File: config.mk
export PLATFORM = sky130hd
export DESIGN_NAME = serial_word_queue_flat
export DESIGN_NICKNAME = d
export VERILOG_FILES = /design/src/rtl/serial_word_queue_if.sv /design/src/rtl/serial_word_queue.sv /design/src/flat_wrapper.sv
export SDC_FILE = /design/constraint.sdc
export NUM_CORES = 1
export LEC_CHECK = 0
export BUFFER_PORTS_ARGS = -buffer_cell sky130_fd_sc_hd__buf_2
export CAP_MARGIN = 20
export CORE_MARGIN = 5
export CORE_UTILIZATION = 30
export DETAILED_ROUTE_END_ITERATION = 12
export PLACE_DENSITY_LB_ADDON = 0.2
export SYNTH_ARGS = -nofsm -noshare
export SYNTH_HDL_FRONTEND = slang
export SYNTH_SLANG_ARGS = --single-unit
File: constraint.sdc
create_clock -name clock1M -period 5 [get_ports clock1M]
set_input_delay 1 -clock clock1M [delete_from_list [all_inputs] [get_ports clock1M]]
set_output_delay 1 -clock clock1M [all_outputs]
set_load 0.005 [all_outputs]
File: src/rtl/serial_word_queue_if.sv
// serial_word_queue_if
//   Bundles the serial write side, the pop/flush controls and all status
//   outputs of serial_word_queue.
//   Handshake: there is no valid/ready pair. Each rising level transition of
//   write_in delivers the data_in bit, and each rising transition of dequeue_in
//   pops one word. status_out=1 means further bits are refused (and flagged).
//   data_valid pulses for one cycle whenever data_out takes a new word.
//   master modport: the producer/consumer environment (drives the controls)
//   slave  modport: the queue itself (drives data_out and the status flags)
interface serial_word_queue_if #(
    parameter int WIDTH = 8,
    parameter int DEPTH = 8
);
    logic                           data_in;
    logic                           write_in;
    logic                           dequeue_in;
    logic                           flush_in;
    logic [WIDTH-1:0]               data_out;
    logic                           data_valid;
    logic                           status_out;
    logic                           full;
    logic                           empty;
    logic [$clog2(DEPTH+1)-1:0]     count;
    logic                           overflow_err;
    logic                           underflow_err;

    modport master (
        output data_in, write_in, dequeue_in, flush_in,
        input  data_out, data_valid, status_out, full, empty, count,
               overflow_err, underflow_err
    );

    modport slave (
        input  data_in, write_in, dequeue_in, flush_in,
        output data_out, data_valid, status_out, full, empty, count,
               overflow_err, underflow_err
    );
endinterface

File: src/rtl/serial_word_queue.sv
// serial_word_queue
//   Serial-to-parallel receive queue. Bits arrive one per rising edge of
//   write_in, are assembled into WIDTH-bit words and stored in a DEPTH-entry
//   FIFO that is popped one word per rising edge of dequeue_in.
// Ports
//   clock1M   : single clock, everything on its rising edge
//   reset     : synchronous, active-high
//   bus       : serial_word_queue_if slave (controls in, data/status out)
//   state_dbg : assembler FSM state (0 = COLLECT, 1 = HOLD)
module serial_word_queue #(
    parameter int WIDTH     = 8,
    parameter int DEPTH     = 8,
    parameter int MSB_FIRST = 1
) (
    input  logic                  clock1M,
    input  logic                  reset,
    serial_word_queue_if.slave    bus,
    output logic                  state_dbg
);
    localparam int PW = $clog2(DEPTH);
    localparam int CW = $clog2(DEPTH + 1);
    localparam int BW = $clog2(WIDTH);

    typedef enum logic {
        S_COLLECT = 1'b0,
        S_HOLD    = 1'b1
    } state_t;

    state_t           state_q, state_d;
    logic             wr_q, dq_q;
    logic [WIDTH-1:0] sh_q, sh_d;
    logic [WIDTH-1:0] hold_q, hold_d;
    logic [BW-1:0]    bit_cnt_q, bit_cnt_d;
    logic [PW-1:0]    wr_ptr_q, wr_ptr_d;
    logic [PW-1:0]    rd_ptr_q, rd_ptr_d;
    logic [CW-1:0]    count_q, count_d;
    logic             full_q, full_d;
    logic             empty_q, empty_d;
    logic [WIDTH-1:0] data_out_q, data_out_d;
    logic             data_valid_q, data_valid_d;
    logic             ovf_q, ovf_d;
    logic             unf_q, unf_d;
    logic [WIDTH-1:0] mem_q [DEPTH];

    logic             wr_edge, dq_edge, pop, push, push_ok;
    logic [WIDTH-1:0] shifted, push_word;

    always_comb begin
        wr_edge = bus.write_in & ~wr_q;
        dq_edge = bus.dequeue_in & ~dq_q;
        pop     = dq_edge & ~empty_q;
        // A simultaneous pop frees the slot this push needs.
        push_ok = ~full_q | pop;

        if (MSB_FIRST != 0) shifted = {sh_q[WIDTH-2:0], bus.data_in};
        else                shifted = {bus.data_in, sh_q[WIDTH-1:1]};

        state_d      = state_q;
        sh_d         = sh_q;
        hold_d       = hold_q;
        bit_cnt_d    = bit_cnt_q;
        ovf_d        = ovf_q;
        unf_d        = unf_q;
        push         = 1'b0;
        push_word    = shifted;
        data_out_d   = data_out_q;
        data_valid_d = pop;
        rd_ptr_d     = rd_ptr_q;

        if (bus.flush_in) begin
            // Flush drops any partial or held word; FIFO state is kept.
            state_d   = S_COLLECT;
            bit_cnt_d = '0;
            ovf_d     = 1'b0;
            unf_d     = 1'b0;
        end else begin
            case (state_q)
                S_COLLECT: begin
                    if (wr_edge) begin
                        if (bit_cnt_q == BW'(WIDTH - 1)) begin
                            bit_cnt_d = '0;
                            if (push_ok) begin
                                push = 1'b1;
                            end else begin
                                hold_d  = shifted;
                                state_d = S_HOLD;
                            end
                        end else begin
                            sh_d      = shifted;
                            bit_cnt_d = bit_cnt_q + BW'(1);
                        end
                    end
                end
                S_HOLD: begin
                    if (wr_edge) ovf_d = 1'b1;
                    if (push_ok) begin
                        push      = 1'b1;
                        push_word = hold_q;
                        state_d   = S_COLLECT;
                    end
                end
                default: state_d = S_COLLECT;
            endcase
            if (dq_edge && empty_q) unf_d = 1'b1;
        end

        if (pop) begin
            data_out_d = mem_q[rd_ptr_q];
            rd_ptr_d   = rd_ptr_q + PW'(1);
        end

        wr_ptr_d = wr_ptr_q + PW'(push);
        count_d  = count_q + CW'(push) - CW'(pop);
        full_d   = (count_d == CW'(DEPTH));
        empty_d  = (count_d == '0);
    end

    always_ff @(posedge clock1M) begin
        if (reset) begin
            state_q      <= S_COLLECT;
            // Loading 1 hides a level already high when reset releases.
            wr_q         <= 1'b1;
            dq_q         <= 1'b1;
            sh_q         <= '0;
            hold_q       <= '0;
            bit_cnt_q    <= '0;
            wr_ptr_q     <= '0;
            rd_ptr_q     <= '0;
            count_q      <= '0;
            full_q       <= 1'b0;
            empty_q      <= 1'b1;
            data_out_q   <= '0;
            data_valid_q <= 1'b0;
            ovf_q        <= 1'b0;
            unf_q        <= 1'b0;
        end else begin
            state_q      <= state_d;
            wr_q         <= bus.write_in;
            dq_q         <= bus.dequeue_in;
            sh_q         <= sh_d;
            hold_q       <= hold_d;
            bit_cnt_q    <= bit_cnt_d;
            wr_ptr_q     <= wr_ptr_d;
            rd_ptr_q     <= rd_ptr_d;
            count_q      <= count_d;
            full_q       <= full_d;
            empty_q      <= empty_d;
            data_out_q   <= data_out_d;
            data_valid_q <= data_valid_d;
            ovf_q        <= ovf_d;
            unf_q        <= unf_d;
        end
    end

    // Storage needs no reset: count and pointers define what is valid.
    always_ff @(posedge clock1M) begin
        if (push && !reset) mem_q[wr_ptr_q] <= push_word;
    end

    assign bus.data_out      = data_out_q;
    assign bus.data_valid    = data_valid_q;
    assign bus.status_out    = (state_q == S_HOLD);
    assign bus.full          = full_q;
    assign bus.empty         = empty_q;
    assign bus.count         = count_q;
    assign bus.overflow_err  = ovf_q;
    assign bus.underflow_err = unf_q;
    assign state_dbg         = state_q;
endmodule
File: src/flat_wrapper.sv
// flat-port wrapper written by rule: the top's interface ports become plain ports
module serial_word_queue_flat 
#(
    parameter int WIDTH     = 8,
    parameter int DEPTH     = 8,
    parameter int MSB_FIRST = 1
)
  (clock1M, reset, state_dbg, bus_data_in, bus_write_in, bus_dequeue_in, bus_flush_in, bus_data_out, bus_data_valid, bus_status_out, bus_full, bus_empty, bus_count, bus_overflow_err, bus_underflow_err);
  serial_word_queue_if #(.WIDTH(WIDTH), .DEPTH(DEPTH)) bus_i ();
  input  logic clock1M;
  input  logic reset;
  output logic state_dbg;
  input wire logic [$bits(bus_i.data_in)-1:0] bus_data_in;
  input wire logic [$bits(bus_i.write_in)-1:0] bus_write_in;
  input wire logic [$bits(bus_i.dequeue_in)-1:0] bus_dequeue_in;
  input wire logic [$bits(bus_i.flush_in)-1:0] bus_flush_in;
  output wire logic [$bits(bus_i.data_out)-1:0] bus_data_out;
  output wire logic [$bits(bus_i.data_valid)-1:0] bus_data_valid;
  output wire logic [$bits(bus_i.status_out)-1:0] bus_status_out;
  output wire logic [$bits(bus_i.full)-1:0] bus_full;
  output wire logic [$bits(bus_i.empty)-1:0] bus_empty;
  output wire logic [$bits(bus_i.count)-1:0] bus_count;
  output wire logic [$bits(bus_i.overflow_err)-1:0] bus_overflow_err;
  output wire logic [$bits(bus_i.underflow_err)-1:0] bus_underflow_err;
  assign bus_i.data_in = bus_data_in;
  assign bus_i.write_in = bus_write_in;
  assign bus_i.dequeue_in = bus_dequeue_in;
  assign bus_i.flush_in = bus_flush_in;
  assign bus_data_out = bus_i.data_out;
  assign bus_data_valid = bus_i.data_valid;
  assign bus_status_out = bus_i.status_out;
  assign bus_full = bus_i.full;
  assign bus_empty = bus_i.empty;
  assign bus_count = bus_i.count;
  assign bus_overflow_err = bus_i.overflow_err;
  assign bus_underflow_err = bus_i.underflow_err;
  serial_word_queue #(.WIDTH(WIDTH), .DEPTH(DEPTH), .MSB_FIRST(MSB_FIRST)) u_core (.clock1M(clock1M), .reset(reset), .bus(bus_i), .state_dbg(state_dbg));
endmodule
== Yosys cells after proc, flatten, opt, wreduce, memory -nomap -nowiden ==
Memory sizes are Yosys's and may differ from the RTL's. A register that Yosys moved wholly into a read port is not among the register bits.
Cells that the tools add are included.

* Memories kept: 1
* RAM bits: 64
* Output and inout port bits: 19
* Register bits: 36

{| class="wikitable"
|+ Memories
! name !! words !! bits a word !! rd ports !! clocked after Yosys merged registers in !! write ports !! RTL line !! text
|-
| u_core.mem_q || 8 || 8 || 1 || 1 || 1 || serial_word_queue.sv:43 || <nowiki>logic [WIDTH-1:0] mem_q [DEPTH];</nowiki>
|}

* Bitwise gates (word level): 11
* $add $sub $neg: 5
* Reductions and logical operators: 9
* Muxes and demuxes: 15
* Equality and inequality tests: 2

{| class="wikitable"
|+ Operators by type and width
! operator !! count
|-
| 8-bit 2-to-1 mux || 3
|-
| 1-bit 2-to-1 mux || 9
|-
| 4-bit AND reduction || 2
|-
| 1-bit inverter || 7
|-
| 3-bit by 1-bit adder with 3-bit output, second input constant || 2
|-
| 4-bit by 1-bit adder with 4-bit output || 1
|-
| 4-bit equality test, second input constant || 1
|-
| 4-bit logical NOT || 1
|-
| 1-bit one-hot mux with 2 select lines || 2
|-
| 2-bit AND reduction || 2
|-
| 4-bit by 1-bit subtractor with 4-bit output || 1
|-
| 3-bit by 1-bit adder with 3-bit output || 1
|-
| 1-bit bitwise AND || 3
|-
| 3-bit equality test, second input constant || 1
|-
| 3-bit 2-to-1 mux || 1
|-
| 1-bit logical AND || 2
|-
| 2-bit OR reduction || 1
|-
| 1-bit logical NOT || 1
|-
| 1-bit bitwise OR || 1
|}

== Longest topological paths before layout ==
Gate-level depths: netlist of the first run.

* Depth after elaboration: 12
* Gate-level depth with buffers: 11
* Gate-level depth less buffers: 10

== Worst setup path before layout of the first run ==
OpenSTA, ideal clock, no wires.

* Path type: input-to-reg
* From: in bus_dequeue_in
* To: mem u_core.mem_q[0][0] (enable)
* Cell stages on the path: 5
* Required time: 4605 ps
* Library setup time: 395 ps
* Buffers on the path: 1
* Data arrival time: 2780 ps
* Path slack: 1825 ps
* Cells stage by stage: or3b_1 buf_6 a221oi_4 nand2b_1 nor4_1

* Word-level cells in the longest chain between the ends: 11

{| class="wikitable"
|+ Ends and longest elaborated chain
! what !! RTL line !! text
|-
| from (decl) || flat_wrapper.sv:15 || <nowiki>input wire logic [$bits(bus_i.dequeue_in)-1:0] bus_dequeue_in;</nowiki>
|-
| 1-bit bitwise AND * || serial_word_queue.sv:50 || <nowiki>dq_edge = bus.dequeue_in & ~dq_q;</nowiki>
|-
| 1-bit bitwise AND * || serial_word_queue.sv:51 || <nowiki>pop = dq_edge & ~empty_q;</nowiki>
|-
| 1-bit bitwise OR * || serial_word_queue.sv:53 || <nowiki>push_ok = ~full_q | pop;</nowiki>
|-
| 1-bit 2-to-1 mux * || serial_word_queue.sv:82, serial_word_queue.sv:96 ||
|-
| 1-bit 2-to-1 mux || serial_word_queue.sv:80 || <nowiki>if (bit_cnt_q == BW'(WIDTH - 1)) begin</nowiki>
|-
| 1-bit 2-to-1 mux || serial_word_queue.sv:79 || <nowiki>if (wr_edge) begin</nowiki>
|-
| 1-bit one-hot mux with 2 select lines * || serial_word_queue.sv:77 || <nowiki>case (state_q)</nowiki>
|-
| 1-bit 2-to-1 mux * || serial_word_queue.sv:70 || <nowiki>if (bus.flush_in) begin</nowiki>
|-
| 1-bit logical AND * || serial_word_queue.sv:157 || <nowiki>if (push && !reset) mem_q[wr_ptr_q] <= push_word;</nowiki>
|-
| 1-bit 2-to-1 mux * || serial_word_queue.sv:157 ||
|-
| 1-bit 2-to-1 mux (implied by the code) * || serial_word_queue.sv:157 ||
|-
| to (decl) || serial_word_queue.sv:43 ||
|}

Every way passes the cells marked *; elsewhere a longest branch is shown, timed or not.

== Worst setup path in the final report of the first run ==
* From: in bus_dequeue_in
* To: reg u_core.full_q (netlist: u_core.bus.full)

* Word-level cells in the longest chain between the ends: 11

{| class="wikitable"
|+ Ends and longest elaborated chain
! what !! RTL line !! text
|-
| 1-bit bitwise AND * || serial_word_queue.sv:50 ||
|-
| 1-bit bitwise AND * || serial_word_queue.sv:51 ||
|-
| via u_core.data_valid_d || serial_word_queue.sv:40 || <nowiki>logic data_valid_q, data_valid_d;</nowiki>
|-
| 1-bit bitwise OR || serial_word_queue.sv:53 ||
|-
| 1-bit 2-to-1 mux || serial_word_queue.sv:82, serial_word_queue.sv:96 ||
|-
| 1-bit 2-to-1 mux || serial_word_queue.sv:80 ||
|-
| 1-bit 2-to-1 mux || serial_word_queue.sv:79 ||
|-
| 1-bit one-hot mux with 2 select lines || serial_word_queue.sv:77 ||
|-
| 1-bit 2-to-1 mux || serial_word_queue.sv:70 ||
|-
| 4-bit by 1-bit adder with 4-bit output || serial_word_queue.sv:113 || <nowiki>count_d = count_q + CW'(push) - CW'(pop);</nowiki>
|-
| 4-bit by 1-bit subtractor with 4-bit output * || serial_word_queue.sv:113 ||
|-
| 4-bit equality test * || serial_word_queue.sv:114 || <nowiki>full_d = (count_d == CW'(DEPTH));</nowiki>
|-
| to (signal assigned) || serial_word_queue.sv:146 || <nowiki>full_q <= full_d;</nowiki>
|-
| to (decl) || serial_word_queue.sv:37 || <nowiki>logic full_q, full_d;</nowiki>
|}

The timed path passes the listed nets; every way through them passes the cells marked *.
A chain may end at the register's enable or synchronous reset.

==> results by group, run 1 <==
Worst setup path
  – Critical Path End: u_core.bus.full
  – Launch point of the worst path: bus_dequeue_in
  – Worst endpoint required time: ~5.3 ns
  – Setup slack, reg-to-reg: ~2.4 ns
  – Reg2reg end: u_core.bus.full
  – Largest fanout on the critical path: 6
  – Critical path class: input port to flip-flop
  – CP Data Arrival Time: about 3.3 ns
  – Reg2Reg Depth: 10
  – CP Capture Type: flip-flop
  – Reg2Reg Launch Point: u_core.bus.empty
  – Worst Setup Start Kind: input port

Synth
  – Post-Syn Area: 4320 um^2
  – Cell taking the most area after synthesis: edfxtp_1
  – Dominant synthesized flop cell: edfxtp_1
  – Area contributors post-synth: edfxtp_1, dfxtp_1, mux2i_1
  – Top-area cell type share of the netlist area: about 44%
  – Post-synthesis net count: around 330
  – Seq cells post-synth: between 100 and 150
  – Post-synth EDFFs: 64
  – Syn_area_per_cell: between 10 and 15 um^2
  – Cells after synthesis: roughly 320
  – Synth warn: 0
  – Post-synthesis sequential area ratio: 64.9%
  – Asr flop ratio synth: 0%
  – Netlist cell types: 38

Clock tree
  – Sink Count: 108
  – CTS tree: yes
  – Htree depth: 3
  – Cts repair resizes: 0
  – Clk_lat worst skew: about 0.34 ns
  – Cts-stage hold buffer count: 0
  – Root Buffer: clkbuf_16
  – Longest Clk Path Bufs: 2
  – Inserted Clock Buffers: 9
  – Clk slew on worst S/H paths: 0.07 ns
  – Post-CTS Setup Bufs: 0

Routing
  – Pre-antenna DRT Iters: 5
  – DRC viols: 0
  – DRC marker count from the first detailed-route iteration: 130
  – Wire per inst: 16.3 um
  – Routed WL: between 8000 and 9000 um
  – DR vias/cell: about 4.7
  – Post-DRT Antenna Nets: 0
  – Routed via count: approximately 2.5k

STA
  – Final setup TNS: 0 ns
  – Measured slew at the worst slew-check pin: approximately 0.84 ns
  – Tmin final: 3.03 ns
  – Final Slew Violations: 0
  – Slew headroom: a little over two fifths
  – Max Clk Rate: around 0.33 GHz
  – Final Cycle Share: between 60% and 70%
  – Worst Clk Skew: approximately 0.0086 ns
  – RSZ-0062 raised after global routing: false
  – Setup-failing EPs final: 0
  – Final Hold Fails: 0

GRT
  – Number of global-route vias before repair: around 2.5k
  – First-pass GRT wire length: approximately 14000 um
  – GRT Total Usage: between 10% and 20%
  – Initial antenna violation count: 0
  – Pin count of the biggest net entering global routing: 43
  – Overflow after GRT: 0

Die
  – Initial Util: 30.9%
  – Die area: 16900 um^2
  – Core Region: 14000 um^2
  – DIE WIDTH: ~130 um
  – Cell row count: 43
  – Die Y: about 130 um
  – I/O pin cnt: 25

Layout
  – Layout Area Growth over Synthesis: 14.8%
  – Commonest non-fill, non-tap cells in the layout: edfxtp_1, dfxtp_1, mux2i_1, nor2_1, buf_2
  – Share of layout cells above drive strength 1: between 10% and 20%
  – Final instance area: 4960 um^2
  – Nets: about 360
  – Most common cell after layout, fill and taps aside: edfxtp_1
  – Diodes inserted: 0

Placement
  – Hpwl dp: about 5700 um
  – PortBufs: 24
  – Area after DPL: 4610 um^2
  – Placer Congestion: approximately 0.74

Power and ir drop
  – Worst vdd ir: ~0.21 mV
  – PwrDens: about 380 nW/um^2
  – Static Leak: 0.00175 uW

Run status
  – Status: completed

Flow run
  – Max-cap violations: 0

Worst hold path
  – HP Class: flip-flop to flip-flop
-- sequential cells by signal, indices dropped and copies added, names as in the netlist --
signal	flops
u_core.bit_cnt_q	3
u_core.bus.count	4
u_core.bus.data_out	8
u_core.bus.data_valid	1
u_core.bus.empty	1
u_core.bus.full	1
u_core.bus.overflow_err	1
u_core.bus.status_out	1
u_core.bus.underflow_err	1
u_core.dq_q	1
u_core.hold_q	8
u_core.mem_q	64
u_core.rd_ptr_q	3
u_core.sh_q	7
u_core.wr_ptr_q	3
u_core.wr_q	1
-- synth_stat cells, types with 2 or more instances --
cell type / n
nor2_1: 37
edfxtp_1: 64
buf_2: 3
or2_2: 3
a21oi_1: 12
clkbuf_1: 8
a211oi_1: 9
inv_1: 10
nor4_1: 2
nand2_1: 7
nand2b_1: 4
mux2_2: 8
ha_1: 9
a22oi_1: 8
xor2_1: 3
dfxtp_1: 44
mux2i_1: 41
xnor2_1: 3
nor2b_1: 13
buf_1: 3
a32o_1: 8
nand3b_1: 3
-- through the flow --
step / utilization (%) / power, uW / setup slack [ns] / hold slack (ns) / cells
after floorplan: - / 1070 / 1.83 / 0.450 / 318
after global placement: 32.9 / 1100 / 1.72 / 0.451 / 508
after detailed placement: 32.9 / 1100 / 1.60 / 0.460 / 508
after CTS: 35.3 / 1900 / 1.97 / 0.476 / 523
after global routing: 35.4 / 1950 / 1.78 / 0.488 / 524
final: 35.4 / 1880 / 1.97 / 0.470 / 524
-- power by group --
group | total (uW) | internal [uW] | switching, uW
clock | 792 | 486 | 306
combinational | 112 | 51.0 | 60.7
sequential | 972 | 951 | 20.8
-- critical path, cell delays in order --
cell     delay, ns
buf_2         0.09
or3b_1        0.51
inv_1         0.24
ha_1          0.27
inv_1         0.06
ha_1          0.16
inv_1         0.05
fa_1          0.37
xor2_1        0.26
nand3_1       0.11
nor3_1        0.17
-- cells by family (layout without fill, tap and decap cells) --
group / after synthesis / in the layout / share of synthesized area (%)
adders and majority gates: 10 / 10 / 3.07
muxes: 49 / 49 / 11.6
DFF: 108 / 108 / 64.9
buffers and inverters: 27 / 53 / 2.69
and+or+nand+nor: 76 / 76 / 8.75
AOI/OAI and AO/OA: 42 / 42 / 7.82
xor gates and xnor gates: 6 / 6 / 1.22
-- worst min path at each step --
stage / from / endpoint / slack (ns) / cells past startpoint
2_1_floorplan: u_core.bit_cnt_q[1] / u_core.bit_cnt_q[1] / 0.45 / 2
3_3_place_gp: u_core.bus.data_out[3] / u_core.bus.data_out[3] / 0.45 / 1
3_5_place_dp: u_core.bus.data_out[6] / u_core.bus.data_out[6] / 0.46 / 1
4_1_cts: u_core.bus.data_out[6] / u_core.bus.data_out[6] / 0.48 / 1
5_1_grt: u_core.bus.data_out[6] / u_core.bus.data_out[6] / 0.49 / 1
6_report: u_core.bus.data_out[6] / u_core.bus.data_out[6] / 0.47 / 1
-- final cells by class --
cell class	count	area (um^2)
Clock buffer	10	229
Clock inverter	5	103
Fill cell	1383	9030
Inverter	11	41.3
Multi-Input combinational cell	183	1400
Sequential cell	108	2800
Tap cell	180	225
Timing Repair Buffer	27	155
-- metal layers --
| layer | share of wire (%) | track usage (%) | up-vias |
|---|---|---|---|
| li1 | - | - | 1205 |
| met1 | 49 | 14.5 | 1209 |
| met2 | 45 | 16.9 | 47 |
| met4 | 1.6 | 3.85 | 0 |
| met3 | 3.9 | 2.95 | 11 |
| met5 | 0 | 0 | - |
No activity file was read; power rests on OpenSTA's default activity.
==> run 2, diff against run 1 <==
==> constraint.sdc (replaced) <==
create_clock -name clock1M -period 2.9 [get_ports clock1M]
set_input_delay 0.58 -clock clock1M [delete_from_list [all_inputs] [get_ports clock1M]]
set_output_delay 0.58 -clock clock1M [all_outputs]
set_load 0.005 [all_outputs]
==> run 2 against run 1 <==
Against the previous run:
- critical path depth down 1
- core utilization is 0.13 points higher
- power increased by 59%
- first-iteration DRC count decreased by 32%
- highest routed layer unchanged
- sequential power increased by 73%
- sequential share of layout area fell by 0.21 points
- setup slack got worse by 1.6 ns
- global-route usage grew 0.30 points
- count of clock-buffer cells in the layout stayed put
- worst hold slack worse by 0.022 ns
- register-to-register slack lost 2.0 ns
- final cell count increased by 2.3%
==> results by group, run 2 (synthesis results as in run 1) <==
Worst hold path
  – HP Class: input port to flip-flop (was flip-flop to flip-flop)

GRT
  – First-pass GRT wire length: 13800 um (was 13700 um)
  – Pin count of the biggest net entering global routing: 37 (was 43)
  – Initial antenna violation count: 0 (unchanged)
  – GRT Total Usage: 11.1% (was 10.8%)
  – Overflow after GRT: 0 (unchanged)
  – Number of global-route vias before repair: 2432 (was 2475)

STA
  – Measured slew at the worst slew-check pin: 0.846 ns (was 0.839 ns)
  – Tmin final: 2.50 ns
  – Setup-failing EPs final: 0 (unchanged)
  – Final setup TNS: 0 ns (unchanged)
  – WHS: 0.448 ns (was 0.470 ns)
  – Final Slew Violations: 0 (unchanged)
  – Final Hold Fails: 0 (unchanged)
  – RSZ-0062 raised after global routing: false (unchanged)
  – Final Cycle Share: a little under nine tenths
  – Slew headroom: 43.5% (was 43.9%)
  – Max Clk Rate: about 0.4 GHz
  – Worst Clk Skew: 0.00716 ns (was 0.00862 ns)

Layout
  – Fillers: 1386 (was 1383)
  – Most common cell after layout, fill and taps aside: edfxtp_1 (unchanged)
  – Top reg by flops: u_core.mem_q (unchanged)
  – Diodes inserted: 0 (unchanged)
  – Commonest non-fill, non-tap cells in the layout: edfxtp_1, dfxtp_1, mux2i_1, nor2_1, buf_2 (unchanged)
  – Final non-filler cell total: 536 (was 524)
  – Nets: 367 (was 356)
  – Max FFs per register: 64 (unchanged)
  – Layout Area Growth over Synthesis: 15.2% (was 14.8%)
  – Share of layout cells above drive strength 1: 18.5% (was 16.0%)

Flow run
  – Max-cap violations: 0 (unchanged)

Placement
  – PortBufs: 24 (unchanged)
  – Placer Congestion: 0.700 (was 0.741)
  – Post-Place Cells: 520 (was 508)
  – Hpwl dp: 5590 um (was 5670 um)

Worst setup path
  – CP bufs+invs: 1 (was 4)
  – CP Capture Type: flip-flop (unchanged)
  – Most used cell, CP: ha_1 (was inv_1)
  – CP Data Arrival Time: 2.77 ns (was 3.29 ns)
  – Critical path class: flip-flop to flip-flop (was input port to flip-flop)
  – Critical Path, Cell by Cell: ha_1 > ha_1 > nand3b_1 > a221oi_4 > ha_1 > inv_1 > fa_1 > xor2_1 > nand3_1 > nor3_1 (was buf_2 > or3b_1 > inv_1 > ha_1 > inv_1 > ha_1 > inv_1 > fa_1 > xor2_1 > nand3_1 > nor3_1)
  – CP max stage cell: fa_1 (was or3b_1)
  – Worst Setup Start Kind: flip-flop (was input port)
  – Worst endpoint required time: 3.17 ns (was 5.26 ns)
  – Worst path max stage delay: 0.37 ns (was 0.51 ns)
  – CP delay by family, top: adder cells (unchanged)
  – Largest fanout on the critical path: 5 (was 6)

Power and ir drop
  – Worst vdd ir: 0.323 mV (was 0.207 mV)
  – Static Leak: 0.00178 uW (was 0.00175 uW)
  – PwrDens: 601 nW/um^2 (was 378 nW/um^2)

Routing
  – Post-DRT Antenna Nets: 0 (unchanged)
  – DRC viols: 0 (unchanged)
  – Wire per inst: 16.0 um (was 16.3 um)
  – Routed via count: 2439 (was 2472)
  – Routed WL: 8600 um (was 8560 um)
  – DR vias/cell: 4.55 (was 4.72)
  – Pre-antenna DRT Iters: 4 (was 5)
  – DRC marker count from the first detailed-route iteration: 89 (was 130)

Clock tree
  – Longest Clk Path Bufs: 2 (unchanged)
  – Cts-stage hold buffer count: 0 (unchanged)
  – Root Buffer: clkbuf_16 (unchanged)
  – Clk slew on worst S/H paths: 0.07 ns (about the same)
  – Sink Count: 108 (unchanged)
  – Inserted Clock Buffers: 9 (unchanged)
  – Post-CTS Setup Bufs: 0 (unchanged)
  – Htree depth: 3 (unchanged)
  – Cts repair resizes: 0 (unchanged)
  – Clk_lat worst skew: 0.34 ns (about the same)
  – CTS tree: yes (unchanged)

Die
  – Die Y: 130 um (unchanged)
  – I/O pin cnt: 25 (unchanged)
  – Cell row count: 43 (unchanged)
  – DIE WIDTH: 130 um (unchanged)
  – Core Region: 14000 um^2 (unchanged)
  – Die area: 16900 um^2 (unchanged)
  – Initial Util: 30.9% (unchanged)

Run status
  – Status: completed (unchanged)
-- run 2: stage by stage --
step	total power (uW)	setup slack, ns	instance area (um^2)	utilization [%]
2_1_floorplan	1840	0.145	4320	-
3_3_place_gp	1910	0.206	4710	33.7
3_5_place_dp	1910	0.133	4710	33.7
4_1_cts	3040	0.363	4980	35.6
5_1_grt	3140	0.148	4980	35.6
6_report	2990	0.402	4980	35.6
-- run 2: worst paths after layout --
| kind | startpoint | end | slack (ns) | depth (start not counted) |
|---|---|---|---|---|
| worst max-delay path | u_core.bit_cnt_q[0] | u_core.bus.full | 0.40 | 10 |
| worst min-delay path | bus_dequeue_in | u_core.dq_q | 0.45 | 2 |
| worst max register to register | u_core.bit_cnt_q[0] | u_core.bus.full | 0.40 | 10 |
| worst min register to register | u_core.bus.data_out[7] | u_core.bus.data_out[7] | 0.47 | 1 |
-- run 2: cell type report --
cell class | instances | area (um^2) | share of cell area (%)
Sequential cell | 108 | 2800 | 56.3
Multi-Input combinational cell | 183 | 1400 | 28.2
Timing Repair Buffer | 38 | 238 | 4.78
Clock buffer | 10 | 229 | 4.60
Tap cell | 180 | 225 | 4.52
Inverter | 11 | 41.3 | 0.830
Clock inverter | 6 | 38.8 | 0.779
-- run 2: power by group --
part           total, uW  internal, uW  switching [uW]
logic                196          92.4             103
clock network       1120           583             533
registers           1680          1640            39.8
total               2990          2320             677
-- run 2: routing by layer --
layer	vias up	part of all wire, %	routed length (um)	GRT usage, %
met5	-	0	0	0
met4	0	1.2	99	3.48
met3	7	4.8	410	3.60
met2	40	47	4060	17.8
met1	1159	47	4030	14.4
li1	1233	-	-	-
==> run 3, diff against run 2 <==
==> constraint.sdc (replaced) <==
create_clock -name clock1M -period 3 [get_ports clock1M]
set_input_delay 0.6 -clock clock1M [delete_from_list [all_inputs] [get_ports clock1M]]
set_output_delay 0.6 -clock clock1M [all_outputs]
set_load 0.005 [all_outputs]
==> run 3 against run 2 <==
Against the previous run:
- setup slack improved by 0.085 ns
- register-to-register slack improved by 0.08 ns
- worst hold slack improved by 0.022 ns
- largest power group unchanged
- wire length fell by 1.3%
- final cell count did not move
- cell area rose by 0.23%
- critical path type unchanged
- critical endpoint unchanged
- die area did not move
- clock skew fell by 0.00063 ns
==> results by group, run 3 (synthesis results as in run 1) <==
Clock tree
  – Htree depth: 3 (unchanged)
  – CTS tree: yes (unchanged)
  – Root Buffer: clkbuf_16 (unchanged)
  – Longest Clk Path Bufs: 2 (unchanged)
  – Clk slew on worst S/H paths: 0.06 ns (was 0.07 ns)
  – Clk_lat worst skew: 0.34 ns (about the same)
  – Post-CTS Setup Bufs: 0 (unchanged)
  – Inserted Clock Buffers: 9 (unchanged)
  – Cts-stage hold buffer count: 0 (unchanged)
  – Sink Count: 108 (unchanged)
  – Cts repair resizes: 0 (unchanged)

Die
  – I/O pin cnt: 25 (unchanged)
  – Core Region: 14000 um^2 (unchanged)
  – DIE WIDTH: 130 um (unchanged)
  – Initial Util: 30.9% (unchanged)
  – Die area: 16900 um^2 (unchanged)
  – Die Y: 130 um (unchanged)
  – Cell row count: 43 (unchanged)

Worst setup path
  – CP delay by family, top: adder cells (unchanged)
  – Critical Path, Cell by Cell: ha_1 > ha_1 > nand3b_1 > a221oi_4 > ha_1 > inv_1 > fa_1 > xor2_1 > nand3_1 > nor3_1 (unchanged)
  – Critical path class: flip-flop to flip-flop (unchanged)
  – Largest fanout on the critical path: 5 (unchanged)
  – CP bufs+invs: 1 (unchanged)
  – Worst endpoint required time: 3.26 ns (was 3.17 ns)
  – Setup slack, reg-to-reg: 0.49 ns (was 0.40 ns)
  – CP Data Arrival Time: 2.78 ns (was 2.77 ns)
  – Worst path max stage delay: 0.38 ns (was 0.37 ns)
  – CP max stage cell: fa_1 (unchanged)
  – Most used cell, CP: ha_1 (unchanged)
  – Worst Setup Start Kind: flip-flop (unchanged)
  – CP Capture Type: flip-flop (unchanged)

Layout
  – Share of layout cells above drive strength 1: 18.8% (was 18.5%)
  – Nets: 368 (was 367)
  – Most common cell after layout, fill and taps aside: edfxtp_1 (unchanged)
  – Diodes inserted: 0 (unchanged)
  – Top reg by flops: u_core.mem_q (unchanged)
  – Layout Area Growth over Synthesis: 15.5% (was 15.2%)
  – Commonest non-fill, non-tap cells in the layout: edfxtp_1, dfxtp_1, mux2i_1, nor2_1, buf_2 (unchanged)
  – Max FFs per register: 64 (unchanged)
  – Final non-filler cell total: 536 (unchanged)

STA
  – Worst Clk Skew: 0.00654 ns (was 0.00716 ns)
  – Tmin final: 2.51 ns (was 2.50 ns)
  – Final Slew Violations: 0 (unchanged)
  – Final Cycle Share: 83.8% (was 86.1%)
  – Final Hold Fails: 0 (unchanged)
  – Max Clk Rate: 0.398 GHz (was 0.400 GHz)
  – Setup-failing EPs final: 0 (unchanged)
  – Measured slew at the worst slew-check pin: 0.860 ns (was 0.846 ns)
  – Final setup TNS: 0 ns (unchanged)
  – RSZ-0062 raised after global routing: false (unchanged)
  – Slew headroom: 42.5% (was 43.5%)

GRT
  – First-pass GRT wire length: 13400 um (was 13800 um)
  – Pin count of the biggest net entering global routing: 23 (was 37)
  – GRT Total Usage: 10.8% (was 11.1%)
  – Number of global-route vias before repair: 2487 (was 2432)
  – Met2 Usage GRT: 18.4% (was 17.8%)
  – Met3 Track Usage GR: 3.60% (unchanged)
  – Overflow after GRT: 0 (unchanged)
  – GRT busiest layer: met2 (unchanged)
  – Initial antenna violation count: 0 (unchanged)
  – Met1 usage in global routing: 13.1% (was 14.4%)

Placement
  – Hpwl dp: 5500 um (was 5590 um)
  – PortBufs: 24 (unchanged)
  – Placer Congestion: 0.708 (was 0.700)
  – Post-Place Cells: 521 (was 520)

Routing
  – DRC viols: 0 (unchanged)
  – Pre-antenna DRT Iters: 4 (unchanged)
  – DR vias/cell: 4.55 (about the same)
  – Post-DRT Antenna Nets: 0 (unchanged)
  – Routed WL: 8490 um (was 8600 um)
  – DRC marker count from the first detailed-route iteration: 178 (was 89)
  – Routed via count: 2438 (was 2439)
  – Wire per inst: 15.8 um (was 16.0 um)

Worst hold path
  – HP Class: flip-flop to flip-flop (was input port to flip-flop)

Power and ir drop
  – PwrDens: 591 nW/um^2 (was 601 nW/um^2)
  – Static Leak: 0.00178 uW (about the same)
  – Worst vdd ir: 0.287 mV (was 0.323 mV)

Flow run
  – Max-cap violations: 0 (unchanged)

Run status
  – Status: completed (unchanged)
run 3: worst reg2reg max path, delay by kind of cell, from the launching register on:
| kind | cells | cell delay [ns] |
|---|---|---|
| fa+ha+maj | 4 | 1.01 |
| simple gates | 3 | 0.43 |
| flops | 1 | 0.36 |
| compound gates | 1 | 0.31 |
| xor+xnor | 1 | 0.26 |
| buf+inv | 1 | 0.05 |
run 3: layout make-up:
| type | count | area, um^2 |
|---|---|---|
| flip-flops and latches | 108 | 2800 |
| clock buffers | 10 | 229 |
| repair buffers | 39 | 233 |
| inverters | 11 | 41.3 |
| fillers | 1376 | 9000 |
| multi-input cells | 183 | 1400 |
| clock inverters | 5 | 55.1 |
| well taps | 180 | 225 |
run 3: final timing paths:
path                                from                endpoint  depth (start not counted)
setup / recovery     u_core.bit_cnt_q[0]         u_core.bus.full                         10
hold / removal    u_core.bus.data_out[2]  u_core.bus.data_out[2]                          1
setup reg to reg     u_core.bit_cnt_q[0]         u_core.bus.full                         10
hold reg to reg   u_core.bus.data_out[2]  u_core.bus.data_out[2]                          1
run 3: power by group:
group | internal, uW | switching, uW | leakage [uW] | total [uW]
combinational | 88.3 | 100 | 0.000711 | 189
sequential | 1590 | 37.2 | 0.000936 | 1620
clock | 640 | 495 | 0.000136 | 1140
total | 2310 | 633 | 0.00178 | 2950
run 3: stage by stage:
stage	hold slack [ns]	cell area [um^2]	setup slack [ns]	total power [uW]	util [%]
after CTS	0.455	4990	0.457	2990	35.7
final	0.470	4990	0.486	2950	35.7
after detailed placement	0.459	4700	0.224	1850	33.6
after global routing	0.462	4990	0.319	3070	35.7
after floorplan	0.450	4320	0.225	1780	-
after global placement	0.448	4700	0.309	1850	33.6
run 3: per-layer routing:
layer	routed length, um	vias up
met5	0	-
met4	131	0
met3	431	10
met2	4070	52
met1	3850	1146
li1	-	1230
